**src/rtl/pwm_capture_pkg.sv**
```systemverilog
// Shared constants for the PWM capture peripheral: FSM encodings,
// register offsets (address[4:2]) and CTRL/STATUS bit positions.
package pwm_capture_pkg;

    // FSM state encodings
    localparam logic [1:0] ST_IDLE    = 2'd0;
    localparam logic [1:0] ST_MEAS_HI = 2'd1;
    localparam logic [1:0] ST_MEAS_LO = 2'd2;
    localparam logic [1:0] ST_HOLD    = 2'd3;

    // Register offsets, decoded from address[4:2]
    localparam logic [2:0] REG_CTRL   = 3'd0;
    localparam logic [2:0] REG_PERIOD = 3'd1;
    localparam logic [2:0] REG_HIGH   = 3'd2;
    localparam logic [2:0] REG_STATUS = 3'd3;

    // CTRL bit positions
    localparam int unsigned CTRL_W       = 7;
    localparam int unsigned CTRL_EN      = 0;
    localparam int unsigned CTRL_POL     = 1;
    localparam int unsigned CTRL_INTE    = 2;
    localparam int unsigned CTRL_SINGLE  = 3;
    localparam int unsigned CTRL_SEL_LSB = 4;
    localparam int unsigned SEL_W        = 3;

    // STATUS bit positions
    localparam int unsigned STATUS_W    = 3;
    localparam int unsigned STAT_VALID  = 0;
    localparam int unsigned STAT_INT    = 1;
    localparam int unsigned STAT_OVF    = 2;

endpackage

```
**src/rtl/pwm_cap_edge.sv**
```systemverilog
// Input conditioning for the PWM capture: selects one ui_in pin, applies
// the polarity inversion, samples twice and produces rise/fall pulses.
// Ports:
//   clk, rst      clock, asynchronous active-high reset
//   ui_in         synchronised input pins
//   sel, pol      pin select and polarity invert
//   sig_q         conditioned, registered level
//   rise_c/fall_c single-cycle edge pulses (combinational from flops)
module pwm_cap_edge (
    input  logic       clk,
    input  logic       rst,
    input  logic [7:0] ui_in,
    input  logic [2:0] sel,
    input  logic       pol,
    output logic       sig_q,
    output logic       rise_c,
    output logic       fall_c
);

    logic sig_d;
    logic sig_qq;

    always_comb begin
        sig_d = ui_in[sel] ^ pol;
    end

    always_ff @(posedge clk or posedge rst) begin
        if (rst) begin
            sig_q  <= 1'b0;
            sig_qq <= 1'b0;
        end else begin
            sig_q  <= sig_d;
            sig_qq <= sig_q;
        end
    end

    assign rise_c = sig_q & ~sig_qq;
    assign fall_c = ~sig_q & sig_qq;

endmodule

```
**src/rtl/tqvp_pwm_capture.sv**
```systemverilog
// TinyQV peripheral measuring period and high time of a PWM input pin.
// Ports:
//   clk, rst                 clock, asynchronous active-high reset
//   ui_in                    synchronised input PMOD
//   uo_out                   [7]=VALID, [6]=conditioned input, rest 0
//   address/data_in          register offset and write data
//   data_write_n/data_read_n bus strobes (2'b11 = idle)
//   data_out/data_ready      read data and zero-wait acknowledge
//   user_interrupt           STATUS.INT & CTRL.INTE
module tqvp_pwm_capture
    import pwm_capture_pkg::*;
#(
    parameter int unsigned CW = 24
) (
    input  logic        clk,
    input  logic        rst,
    input  logic [7:0]  ui_in,
    output logic [7:0]  uo_out,
    input  logic [5:0]  address,
    input  logic [31:0] data_in,
    input  logic [1:0]  data_write_n,
    input  logic [1:0]  data_read_n,
    output logic [31:0] data_out,
    output logic        data_ready,
    output logic        user_interrupt
);

    logic [CTRL_W-1:0]   ctrl_q,   ctrl_d;
    logic [STATUS_W-1:0] status_q, status_d;
    logic [1:0]          state_q,  state_d;
    logic [CW-1:0]       cnt_q,    cnt_d;
    logic [CW-1:0]       hi_lat_q, hi_lat_d;
    logic [CW-1:0]       period_q, period_d;
    logic [CW-1:0]       high_q,   high_d;

    logic [2:0]  reg_sel;
    logic        wr_c;
    logic        ctrl_wr;
    logic        status_wr;
    logic        sig_q;
    logic        rise_c;
    logic        fall_c;
    logic [CW-1:0] cnt_inc;
    logic [31:0] rdata;
    logic        unused_bits;

    assign reg_sel     = address[4:2];
    assign wr_c        = (data_write_n != 2'b11);
    assign ctrl_wr     = wr_c && (reg_sel == REG_CTRL);
    assign status_wr   = wr_c && (reg_sel == REG_STATUS);
    assign unused_bits = ^{address[5], address[1:0], data_in[31:CTRL_W]};

    pwm_cap_edge u_edge (
        .clk    (clk),
        .rst    (rst),
        .ui_in  (ui_in),
        .sel    (ctrl_q[CTRL_SEL_LSB +: SEL_W]),
        .pol    (ctrl_q[CTRL_POL]),
        .sig_q  (sig_q),
        .rise_c (rise_c),
        .fall_c (fall_c)
    );

    // Saturating counter increment
    always_comb begin
        cnt_inc = (cnt_q == {CW{1'b1}}) ? cnt_q : cnt_q + CW'(1);
    end

    // Next-state, counter, result and status logic
    always_comb begin
        ctrl_d   = ctrl_wr ? data_in[CTRL_W-1:0] : ctrl_q;
        status_d = status_q;
        state_d  = state_q;
        cnt_d    = cnt_q;
        hi_lat_d = hi_lat_q;
        period_d = period_q;
        high_d   = high_q;

        // W1C applied first so that hardware sets below take priority
        if (status_wr) begin
            status_d = status_q & ~data_in[STATUS_W-1:0];
        end

        if (ctrl_wr) begin
            // A CTRL write restarts capture and discards any edge this cycle;
            // HOLD is only kept while the write leaves EN=1 and SINGLE=1.
            if (!(state_q == ST_HOLD && data_in[CTRL_EN] && data_in[CTRL_SINGLE])) begin
                state_d = ST_IDLE;
                cnt_d   = '0;
            end
        end else if (!ctrl_q[CTRL_EN]) begin
            state_d = ST_IDLE;
            cnt_d   = '0;
        end else if (cnt_q == {CW{1'b1}}) begin
            status_d[STAT_OVF] = 1'b1;
            state_d            = ST_IDLE;
            cnt_d              = '0;
        end else begin
            case (state_q)
                ST_IDLE: begin
                    if (rise_c) begin
                        state_d = ST_MEAS_HI;
                        cnt_d   = CW'(1);
                    end
                end
                ST_MEAS_HI: begin
                    if (rise_c) begin
                        cnt_d = CW'(1);
                    end else if (fall_c) begin
                        hi_lat_d = cnt_q;
                        cnt_d    = cnt_inc;
                        state_d  = ST_MEAS_LO;
                    end else begin
                        cnt_d = cnt_inc;
                    end
                end
                ST_MEAS_LO: begin
                    if (rise_c) begin
                        period_d             = cnt_q;
                        high_d               = hi_lat_q;
                        status_d[STAT_VALID] = 1'b1;
                        if (ctrl_q[CTRL_INTE]) begin
                            status_d[STAT_INT] = 1'b1;
                        end
                        cnt_d   = CW'(1);
                        state_d = ctrl_q[CTRL_SINGLE] ? ST_HOLD : ST_MEAS_HI;
                    end else begin
                        cnt_d = cnt_inc;
                    end
                end
                default: begin
                end
            endcase
        end
    end

    always_ff @(posedge clk or posedge rst) begin
        if (rst) begin
            ctrl_q   <= '0;
            status_q <= '0;
            state_q  <= ST_IDLE;
            cnt_q    <= '0;
            hi_lat_q <= '0;
            period_q <= '0;
            high_q   <= '0;
        end else begin
            ctrl_q   <= ctrl_d;
            status_q <= status_d;
            state_q  <= state_d;
            cnt_q    <= cnt_d;
            hi_lat_q <= hi_lat_d;
            period_q <= period_d;
            high_q   <= high_d;
        end
    end

    // Read mux
    always_comb begin
        rdata = '0;
        case (reg_sel)
            REG_CTRL:   rdata = 32'(ctrl_q);
            REG_PERIOD: rdata = 32'(period_q);
            REG_HIGH:   rdata = 32'(high_q);
            REG_STATUS: rdata = 32'(status_q);
            default:    rdata = '0;
        endcase
    end

    assign data_ready     = (data_read_n != 2'b11);
    assign data_out       = data_ready ? rdata : 32'd0;
    assign uo_out         = {status_q[STAT_VALID], sig_q, 6'b0};
    assign user_interrupt = status_q[STAT_INT] & ctrl_q[CTRL_INTE];

endmodule
```
**config.mk**
```make
export PLATFORM = sky130hd
export DESIGN_NAME = tqvp_pwm_capture
export DESIGN_NICKNAME = d
export VERILOG_FILES = /design/src/rtl/pwm_capture_pkg.sv /design/src/rtl/pwm_cap_edge.sv /design/src/rtl/tqvp_pwm_capture.sv
export SDC_FILE = /design/constraint.sdc
export NUM_CORES = 1
export LEC_CHECK = 0
export ABC_CLOCK_PERIOD_IN_PS = 6980
export BUFFER_PORTS_ARGS = -buffer_cell sky130_fd_sc_hd__buf_2
export CAP_MARGIN = 20
export CELL_PAD_IN_SITES_DETAIL_PLACEMENT = 0
export CELL_PAD_IN_SITES_GLOBAL_PLACEMENT = 1
export CORE_MARGIN = 1
export CORE_UTILIZATION = 45
export CTS_BUF_LIST = sky130_fd_sc_hd__clkbuf_8
export CTS_CLUSTER_SIZE = 10
export DETAILED_ROUTE_END_ITERATION = 10
export GPL_TIMING_DRIVEN = 0
export PLACE_DENSITY = 0.84
export SETUP_SLACK_MARGIN = 0.5
export SYNTH_ARGS = -nofsm -noshare
export SYNTH_HDL_FRONTEND = slang
export SYNTH_SLANG_ARGS = --single-unit
```
**constraint.sdc**
```tcl
create_clock -name clk -period 6.98 [get_ports clk]
set_clock_uncertainty 0.2 [all_clocks]
set_input_delay 1.396 -clock clk [delete_from_list [all_inputs] [get_ports clk]]
set_output_delay 1.396 -clock clk [all_outputs]
set_load 0.02 [all_outputs]
```
# Yosys cells after proc, flatten, opt, wreduce, memory -nomap -nowiden
# Cells that the tools add are included.
# Widths: inputs -> output; s select.
# op_classes
addsub	1
n_lt_le_gt_ge	1
n_eq_ne	16
mux	29
bitwise_logic	11
reduce_logical	11
# op_table
op	count
$mux 24	6
$pmux 24 s4	1
$pmux 24 s2	1
$mux 32	1
$add 24x1->24 const B	1
$eq 24x24->1 const B	1
$mux 2	12
$ne 5x5->1 const B	4
$reduce_and 6->1	2
$mux 3	3
$eq 3x2->1 const B	2
$ne 2x2->1 const B	3
$ne 6x1->1 const B	1
$pmux 2 s3	1
$ne 5x2->1 const B	1
$not 1->1	5
$reduce_and 5->1	1
$eq 2x2->1 const B	2
$logic_and 1x1->1	4
$lt 3x4->1 const B	1
$and 1x1->1	3
$and 3x3->3	1
$bmux 1 s3	1
$eq 3x1->1 const B	1
8 further kinds	10
# word_totals
reg_bits	110
in_bits	52
output_inout_bits	42
elab_cells	78

# Logic depth before layout (Yosys ltp)
# Gate-level depths: netlist (run 1).
# logic_depth
depth_word	9
ltp_mapped	9
depth_no_buf	7

# Cells and area by module
# From an unflattened synthesis (run 1), not the netlist that was laid out.
# hier_totals
hier_cells	478
hier_area_um2	5539.1
# modules_own_cells
mod	n_inst	cells_per_inst	area_per_inst_um2	seq_area_each_um2
tqvp_pwm_capture	1	466	5396.4	2702.6
pwm_cap_edge	1	12	142.6	50.0

# Least setup slack after synthesis (run 1)
# Ideal clock, no wire load.
# synth_path
path_kind	in2out
startpoint	input port address[3]
endpoint	output port data_out[13]
t_arrival_ns	2.791
required_ns	5.384
path_slack_ns	2.593
cell_stages	5
path_buffers	2
path_cell_list	buf_2 > nor3_1 > clkbuf_1 > a22oi_1 > nor2_1
# synth_between
elab_chain_len	3
word_cells_on_any_way	6
cone_classes	3 x eq/ne; 2 x mux; 1 x reduce/logical
# synth_rtl
item	line_no	rtl
start: declaration	tqvp_pwm_capture.sv:19	input logic [5:0] address,
$eq 3x2->1, or another cell as far along	tqvp_pwm_capture.sv:160	case (reg_sel)
$pmux 24 s4 (*)	tqvp_pwm_capture.sv:160	
$mux 32 (*)	tqvp_pwm_capture.sv:170	assign data_out = data_ready ? rdata : 32'd0;
end: declaration	tqvp_pwm_capture.sv:23	output logic [31:0] data_out,
# Mark *: on every way between the ends. The rest lies on a longest branch, timed or not.

# Worst setup path after layout (run 1)
# layout_path
startpoint	input port address[3]
endpoint	output port data_out[19]
# Same word-level chain as after synthesis.

==> flow_summary.json, run 1 <==
{
  "status": "finished clean",
  "slew_headroom": 0.4157,
  "finalHoldWorstSlack_ns": 0.2437,
  "syn-instance-count": 494,
  "synth_area_leaders": "dfrtp_1 48%, mux2_4 13%, mux2_2 4.3%, nand2_1 2.7%, buf_4 2.5%",
  "core_mm2": 0.01221,
  "grt_usage": 0.2022,
  "path_delay_family": "buffers and inverters",
  "synth_edf_count": 0,
  "stdcell_count": 744,
  "p_per_area_mw_per_mm2": 194.0,
  "die_area_mm2": 0.01324,
  "critPathLaunchType": "input pin",
  "grt_max_degree": 59,
  "vias_per_cell": 5.440,
  "dp_cells": 728,
  "clkLatencyLatePin_ns": 0.38,
  "yosysTopAreaCell": "dfrtp_1",
  "area_delta_synth_final_pct": 13.14,
  "firstDrtPassIters": 4,
  "ir_worst_vdd_mv": 0.08235,
  "tns_ns": 0,
  "crit_slowest_cell": "nor2_1",
  "cp_data_required_time_ns": 5.38,
  "maxCapViolations": 0,
  "clk_pin_slew_ns": 0.10,
  "hold_buffers": 0,
  "fin_nets": 628,
  "io_buffers": 51,
  "setup-violations-final": 0,
  "cp.arrival_ns": 3.46,
  "cts_tree": "yes",
  "nFillCells": 1126,
  "num_antenna_cells": 0,
  "placed_area_mm2": 0.006302,
  "yosysSeqAreaShare": 0.4785,
  "postSynth.asyncResetShare": 1.000,
  "worstPathCellList": "buf_2 > buf_2 > nand2b_1 > nor2_1 > clkbuf_1 > a22oi_1 > nor2_1 > buf_2",
  "ant_nets": 0,
  "rsz0062_at_grt": "no",
  "post_cts_buffers": 0,
  "cp_max_fo": 10,
  "cts.sinks": 110,
  "drive_above_1_share": 0.3316,
  "grt_pass1_wl_um": 20360,
  "numCtsBuffers": 9,
  "grt-ovfl-total": 0,
  "htree_levels": 3,
  "worst_slew_pin_slew_ns": 0.8747,
  "drt_wl_total_um": 12300,
  "fin_crit_ns": 5.059,
  "dpl.hpwl_um": 8725,
  "final_area_mm2": 0.006509,
  "critPathKind": "input pin to output pin",
  "ys_ff_latch": 110,
  "hold_violations": 0,
  "leakagePower_nw": 3.224,
  "wl_per_cell_um": 16.54,
  "hold_class": "flip-flop to flip-flop",
  "cts_resized": 0,
  "rows": 40,
  "first_global_vias": 3939,
  "yosysWarnings": 0,
  "globalplace.congestion": 0.8428,
  "start_util": 0.4711,
  "synthFlopType": "dfrtp_1",
  "drc_errors": 0,
  "cts_buffer_depth": 2,
  "yosysTopAreaCellShare": 0.4785,
  "drt_iter0_drc": 324,
  "slew_viol_final": 0,
  "mostFrequentLayoutCell": "dfrtp_1",
  "dieHeight_um": 115.1,
  "endpoint_kind": "output pin",
  "critPathBufInv": 4,
  "avgSynthCellArea_um2": 11.65,
  "num_io_pins": 94,
  "fmax_mhz": 197.7,
  "syn-cell-area_mm2": 0.005753,
  "finalCritPeriodShare": 0.7247,
  "layout_common_cells": "110 x dfrtp_1, 57 x buf_2, 48 x mux2_4",
  "critical_path.most_common_cell": "buf_2",
  "antenna_found_initial": 0,
  "vias": 4047,
  "yosys.cell_types.count": 59,
  "die_x_um": 115.1,
  "cpPeakStageDelay_ns": 0.58,
  "cts-root-buf": "clkbuf_8"
}
-- cell families after synthesis --
family          synth area share
buf+inv                  0.06416
xor+xnor                0.001523
fa+ha+maj                0.01087
mux                       0.2014
compound gates           0.09526
other cells            0.0006518
simple gates              0.1477
flops                     0.4785
-- where the power goes --
part	switching, W	internal [W]	leakage, nW
combinational	0.000111	0.0000686	1.60
sequential	0.0000217	0.000657	1.52
clock	0.000227	0.000178	0.103
-- worst reg2reg max path, stage by stage, from the launching register on --
cell and delay [ns]:
dfrtp_1 0.47, ha_1 0.26, nand4_2 0.16, nor4_2 0.59, a21oi_1 0.29, clkbuf_1 0.31, and3_2 0.28, a211o_2 0.26
-- cell type report --
cell class                 instances  area (µm²)  share of cell area
inverter                          10       40.04            0.006151
multi-input combinational        342        2680              0.4118
sequential                       110        2753              0.4229
buffer                            45       331.6             0.05094
clock buffer                      10       137.6             0.02115
tap                              168       210.2             0.03230
timing repair buffer              53       287.8             0.04421
clock inverter                     6       68.82             0.01057
-- final timing paths --
check / start / to / slack, ns / depth (start not counted)
min in group asynchronous: rst / high_q[21] / 0.91 / 2
setup / recovery: address[3] / data_out[19] / 1.92 / 8
max in group asynchronous: rst / hi_lat_q[9] / 4.95 / 3
hold reg to reg: u_edge.sig_q / u_edge.sig_qq / 0.24 / 0
setup reg to reg: cnt_q[0] / cnt_q[3] / 4.06 / 7
hold / removal: u_edge.sig_q / u_edge.sig_qq / 0.24 / 0
-- cells in the mapped netlist, drive strengths merged, types with 6 or more instances --
cell type / instances
and3: 14
clkbuf: 10
nand2: 42
inv: 10
nand3: 18
nor3: 17
or3: 6
mux2i: 10
a211o: 14
mux2: 72
dfrtp: 110
nand4: 10
buf: 35
a21oi: 8
a22oi: 17
nor2: 36
o21ai: 10
-- registers in the layout, summed over array words and instances (netlist names) --
| name | cells |
|---|---|
| state_q | 2 |
| cnt_q | 24 |
| period_q | 24 |
| u_edge.sig_qq | 1 |
| status_q | 3 |
| ctrl_q | 7 |
| high_q | 24 |
| u_edge.sig_q | 1 |
| hi_lat_q | 24 |
-- metrics by stage --
step / util / setup WS (ns) / total power [W]
after detailed placement: 0.5161 / 1.890 / 0.0008703
after floorplan: - / 2.482 / 0.0008152
after global routing: 0.5330 / 1.744 / 0.001323
after CTS: 0.5330 / 1.887 / 0.001272
after global placement: 0.5132 / 1.274 / 0.0008636
final: 0.5330 / 1.921 / 0.001263
-- layer usage --
metal  GRT usage  routed length, µm  share of wire  vias up
met4     0.07532                194          0.016        0
met5           0                  0              0        -
met2      0.3269               6016           0.49       89
met1      0.2732               5494           0.45     2028
li1            -                  -              -     1913
met3     0.03532                597          0.049       17
(Power assumes the default switching activity.)
==> run 2: changes to the inputs <==
- ABC_AREA: not set -> 1
- ABC_CLOCK_PERIOD_IN_PS: 6980 -> 4400
- CORE_UTILIZATION: 45 -> 39
- PLACE_DENSITY: 0.84 -> 0.83
- clock period: 6.98 -> 4.4 ns (I/O delays scaled with it)
==> run 2 against run 1 <==
Sequential power is 62% higher. Worst hold slack got worse by 0.0057 ns. Via count increased by 24%. Cell count grew 35%. Synthesized area is 0.46% higher. Sequential cell count stayed put. Critical path depth did not move. Non-clock buffer count rose by 4. Critical endpoint is now data_out[18].
==> flow_summary.json, run 2 <==
{
  "endpoint_kind": "output pin",
  "grt_util_met3": 0.02381,
  "pre_cts_slack_ns": 0.8627,
  "critPathLaunchType": "input pin",
  "cts_buffer_depth": 2,
  "io_buffers": 51,
  "rows": 44,
  "postSynth.asyncResetShare": 1.000,
  "reg2regPathDepth": 9,
  "antenna_found_initial": 0,
  "synth_edf_count": 0,
  "hold_violations": 0,
  "slew_viol_final": 0,
  "mostFrequentLayoutCell": "nand2_1",
  "drc_errors": 0,
  "met2_usage": 0.3604,
  "grt_max_degree": 43,
  "yosysTopAreaCell": "dfrtp_1",
  "num_antenna_cells": 0,
  "die_area_mm2": 0.01531,
  "hold_class": "flip-flop to flip-flop",
  "yosysSeqAreaShare": 0.4763,
  "yosysTopAreaCellShare": 0.4763,
  "ir_worst_vdd_mv": 0.1481,
  "status": "finished clean",
  "finalCritPeriodShare": 0.8028,
  "start_util": 0.3992,
  "htree_levels": 3,
  "globalplace.congestion": 0.8356,
  "slew_headroom": 0.5565,
  "avgSynthCellArea_um2": 7.799,
  "core_mm2": 0.01448,
  "num_io_pins": 94,
  "p_per_area_mw_per_mm2": 342.7,
  "syn-cell-area_mm2": 0.005779,
  "grt-ovfl-total": 0,
  "clk_pin_slew_ns": 0.11,
  "yosysWarnings": 0,
  "grt_pass1_wl_um": 24640,
  "tns_ns": 0,
  "leakagePower_nw": 3.276,
  "cp.arrival_ns": 2.45,
  "cts.sinks": 110,
  "ys_ff_latch": 110,
  "first_global_vias": 4746,
  "numCtsBuffers": 9,
  "layout_common_cells": "240 x nand2_1, 110 x dfrtp_1, 71 x nand3_1",
  "cts_resized": 0,
  "area_delta_synth_final_pct": 14.22,
  "worst_slew_pin_slew_ns": 0.6602,
  "drive_above_1_share": 0.1553,
  "dieHeight_um": 123.7,
  "ant_nets": 0,
  "vias": 5038,
  "die_x_um": 123.7,
  "rsz0062_at_grt": "no",
  "cts-root-buf": "clkbuf_8",
  "critPathLaunch": "address[3]",
  "setup-violations-final": 0,
  "crit_end": "data_out[18]",
  "synthFlopType": "dfrtp_1",
  "post_cts_buffers": 0,
  "dpl.hpwl_um": 11200,
  "grt_util_met1": 0.2863,
  "fin_crit_ns": 3.532,
  "maxCapViolations": 0,
  "worst_slack_ns": 0.8677,
  "drt_iter0_drc": 375,
  "grt_usage": 0.2139,
  "wl_per_cell_um": 15.13,
  "fmax_mhz": 283.1,
  "drt_wl_total_um": 15250,
  "cp_max_fo": 10,
  "reg2reg_from": "cnt_q[0]",
  "busiest_layer": "met2",
  "r2r-end": "hi_lat_q[18]",
  "hold_buffers": 0,
  "yosys.cell_count.top_type": "nand2_1",
  "critPathKind": "input pin to output pin",
  "syn-instance-count": 741,
  "synth_area_leaders": "dfrtp_1 48%, nand2_1 16%, nand3_1 6.1%, o21ai_0 5.0%, inv_1 3.8%",
  "clkLatencyLatePin_ns": 0.38,
  "cts_tree": "yes",
  "firstDrtPassIters": 5,
  "synth_common_cells": "240 x nand2_1, 110 x dfrtp_1, 71 x nand3_1",
  "yosys.cell_types.count": 37,
  "vias_per_cell": 4.998,
  "fin_nets": 876,
  "cp_data_required_time_ns": 3.32,
  "r2r_slack_ns": 1.95
}
-- run 2: critical path, cell delays in order --
cell and delay, ns:
buf_2 0.11, nor2_2 0.17, nand2_1 0.07, inv_1 0.20
clkbuf_1 0.47, nand2_1 0.11, a21oi_1 0.23, buf_2 0.20
-- run 2: area by class of cell --
cell class                 instances  area [µm²]
inverter                          61       232.7
clock inverter                     5       65.06
timing repair buffer              54       322.8
clock buffer                      11       151.4
sequential                       110        2753
buffer                            48       314.1
multi-input combinational        535        2532
tap                              184       230.2
fill                            1525        7878
-- run 2: worst min path at each step --
stage | startpoint | end | slack (ns) | cells past startpoint
after floorplan | u_edge.sig_q | u_edge.sig_qq | 0.17 | 0
after global placement | u_edge.sig_q | u_edge.sig_qq | 0.21 | 0
after detailed placement | u_edge.sig_q | u_edge.sig_qq | 0.21 | 0
after CTS | u_edge.sig_q | u_edge.sig_qq | 0.24 | 0
after global routing | u_edge.sig_q | u_edge.sig_qq | 0.25 | 0
final | u_edge.sig_q | u_edge.sig_qq | 0.24 | 0
-- run 2: routing by layer --
| layer | up-vias | part of all wire | wire (µm) |
|---|---|---|---|
| met1 | 2433 | 0.47 | 7119 |
| met3 | 13 | 0.036 | 545 |
| met5 | - | 0 | 0 |
| met2 | 83 | 0.48 | 7394 |
| met4 | 0 | 0.012 | 187 |
| li1 | 2509 | - | - |
-- run 2: through the flow --
step                power, W  utilization  std cells  area (µm²)  hold slack (ns)
finish              0.002262       0.4559       1008        6601           0.2380
global route        0.002374       0.4559       1008        6601           0.2499
CTS                 0.002279       0.4559       1008        6601           0.2410
detailed placement  0.001609       0.4410        992        6385           0.2075
global placement    0.001602       0.4363        989        6317           0.2132
floorplan           0.001466            -        754        5832           0.1749
-- run 2: power by group --
part	switching, W	leakage (nW)	internal, W
logic	0.000323	1.68	0.000170
registers	0.0000379	1.49	0.00106
clock network	0.000372	0.111	0.000301
total	0.000733	3.28	0.00153
-- run 2: logic make-up (layout without fill, tap and decap cells) --
logic type | count (synthesis) | in the layout | share of synthesized area
buffers and inverters | 109 | 179 | 0.09396
xor gates and xnor gates | 8 | 8 | 0.01212
and+or+nand+nor | 403 | 403 | 0.3066
DFF | 110 | 110 | 0.4763
AOI/OAI and AO/OA | 105 | 105 | 0.09959
other | 1 | 14 | 0.0006489
adders and majority gates | 5 | 5 | 0.01082
==> run 3: changes to the inputs <==
- ABC_AREA: 1 -> 0
- ABC_CLOCK_PERIOD_IN_PS: 4400 -> 3400
- CORE_UTILIZATION: 39 -> 45
- PLACE_DENSITY: 0.83 -> 0.84
- clock period: 4.4 -> 3.4 ns (I/O delays scaled with it)
==> run 3 against run 2 <==
Largest power group unchanged. Cell count decreased by 26%. Clock power increased by 22%. Worst hold slack improved by 0.019 ns. Total power increased by 15%. Sequential share of layout area decreased by 0.063 points. Largest cell class unchanged. Die area decreased by 14%. Count of clock-buffer cells in the layout decreased by 2. Register-to-register slack got worse by 1.3 ns. Critical path depth unchanged. Highest routed layer unchanged.
==> flow_summary.json, run 3 (same netlist as run 1, synthesis figures left out) <==
{
  "status": "finished clean",
  "critPathLaunch": "address[3]",
  "hold_buffers": 0,
  "numCtsBuffers": 9,
  "seq_power_share": 0.537,
  "first_global_vias": 4119,
  "ir_worst_vdd_mv": 0.2224,
  "net-switching-power_w": 0.0007490,
  "final_area_mm2": 0.006611,
  "rows": 40,
  "num_io_pins": 94,
  "ant_nets": 0,
  "cp.arrival_ns": 1.94,
  "firstDrtPassIters": 6,
  "die_area_mm2": 0.01324,
  "leakagePower_nw": 3.276,
  "htree_levels": 3,
  "drt_iter0_drc": 248,
  "fin_nets": 632,
  "clk_pin_slew_ns": 0.10,
  "area_delta_synth_final_pct": 14.92,
  "wl_per_cell_um": 16.89,
  "slew_viol_final": 0,
  "r2r_slack_ns": 0.68,
  "antenna_found_initial": 0,
  "p_clk_frac": 0.316,
  "p_per_area_mw_per_mm2": 392.5,
  "cts_tree": "yes",
  "critPathKind": "input pin to output pin",
  "grt_usage": 0.2067,
  "min_from": "u_edge.sig_q",
  "grt_pass1_wl_um": 20960,
  "reg2regPathDepth": 7,
  "vias": 4035,
  "setup-violations-final": 0,
  "hold_violations": 0,
  "io_buffers": 51,
  "worst_slew_pin_slew_ns": 0.9268,
  "cts.sinks": 110,
  "ff_latch_area_mm2": 0.002753,
  "critPathLaunchType": "input pin",
  "reg2reg_from": "cnt_q[0]",
  "cp_max_fo": 10,
  "globalplace.congestion": 0.8493,
  "multi_input_area_mm2": 0.002735,
  "power.internal_w": 0.001846,
  "slew_headroom": 0.3808,
  "fmax_mhz": 355.0,
  "vias_per_cell": 5.394,
  "layout_common_cells": "110 x dfrtp_1, 57 x buf_2, 48 x mux2_4",
  "pre_cts_slack_ns": -0.2779,
  "clkLatencyLatePin_ns": 0.38,
  "placed_area_mm2": 0.006341,
  "num_antenna_cells": 0,
  "drive_above_1_share": 0.3672,
  "finalCritPeriodShare": 0.8285,
  "drt_wl_total_um": 12640,
  "fin_crit_ns": 2.817,
  "drc_errors": 0,
  "cts_buffer_depth": 2,
  "start_util": 0.4711,
  "p_comb_frac": 0.147,
  "worstHoldPathCells": 0,
  "die_x_um": 115.1,
  "hold_class": "flip-flop to flip-flop",
  "cts-root-buf": "clkbuf_8",
  "p_sw_frac": 0.2886,
  "cp_data_required_time_ns": 2.52,
  "dieHeight_um": 115.1,
  "worst_slack_ns": 0.5832,
  "grt_max_degree": 44,
  "endpoint_kind": "output pin",
  "maxCapViolations": 0,
  "mostFrequentLayoutCell": "dfrtp_1",
  "utilization": 0.5414,
  "nFillCells": 1107,
  "rsz0062_at_grt": "yes",
  "core_mm2": 0.01221,
  "grt-ovfl-total": 0,
  "dpl.hpwl_um": 9109
}
-- run 3: area by class of cell --
| type | count | area share |
|---|---|---|
| Buffer | 45 | 0.05185 |
| Clock inverter | 7 | 0.01211 |
| Sequential cell | 110 | 0.4164 |
| Tap cell | 168 | 0.03179 |
| Inverter | 10 | 0.006245 |
| Clock buffer | 9 | 0.01874 |
| Multi-Input combinational cell | 342 | 0.4137 |
| Timing Repair Buffer | 57 | 0.04921 |
-- run 3: worst max-delay path: stages --
cell      delay [ns]
buf_2           0.10
buf_4           0.20
nand2b_2        0.13
nor2_4          0.17
clkbuf_4        0.25
a22oi_1         0.12
nor2_2          0.10
buf_2           0.17
-- run 3: power groups by stage --
stage	clock network (W)	registers, W	logic [W]
after floorplan	0	0.00141	0.000270
after global placement	0	0.00142	0.000355
after detailed placement	0	0.00142	0.000373
after CTS	0.000844	0.00139	0.000380
after global routing	0.000892	0.00140	0.000420
final	0.000821	0.00139	0.000381
-- run 3: routing by layer --
layer  GRT usage  share of wire
met1      0.2697           0.45
met2      0.3450           0.49
met3     0.03163          0.033
met4     0.08485          0.020
met5           0              0
-- run 3: metrics by stage --
| stage | power (W) | hold WS (ns) | setup TNS [ns] | cells |
|---|---|---|---|---|
| 6_report | 0.002595 | 0.2570 | 0 | 748 |
| 5_1_grt | 0.002712 | 0.2818 | 0 | 748 |
| 4_1_cts | 0.002618 | 0.2605 | 0 | 748 |
| 3_5_place_dp | 0.001792 | 0.2278 | -2.582 | 728 |
| 3_3_place_gp | 0.001774 | 0.2416 | -2.055 | 726 |
| 2_1_floorplan | 0.001676 | 0.2007 | 0 | 507 |
-- run 3: worst paths after layout --
check	to
max in group asynchronous	hi_lat_q[22]
setup / recovery	data_out[16]
setup reg to reg	hi_lat_q[14]
hold / removal	u_edge.sig_qq
min in group asynchronous	period_q[10]
hold reg to reg	u_edge.sig_qq
-- run 3: repair_timing --
item	in CTS	in global routing
gates resized for setup	10	4
endpoints found under the setup margin	20	19
pin swaps	2	2
setup buffers	4	0
gates cloned	0	0
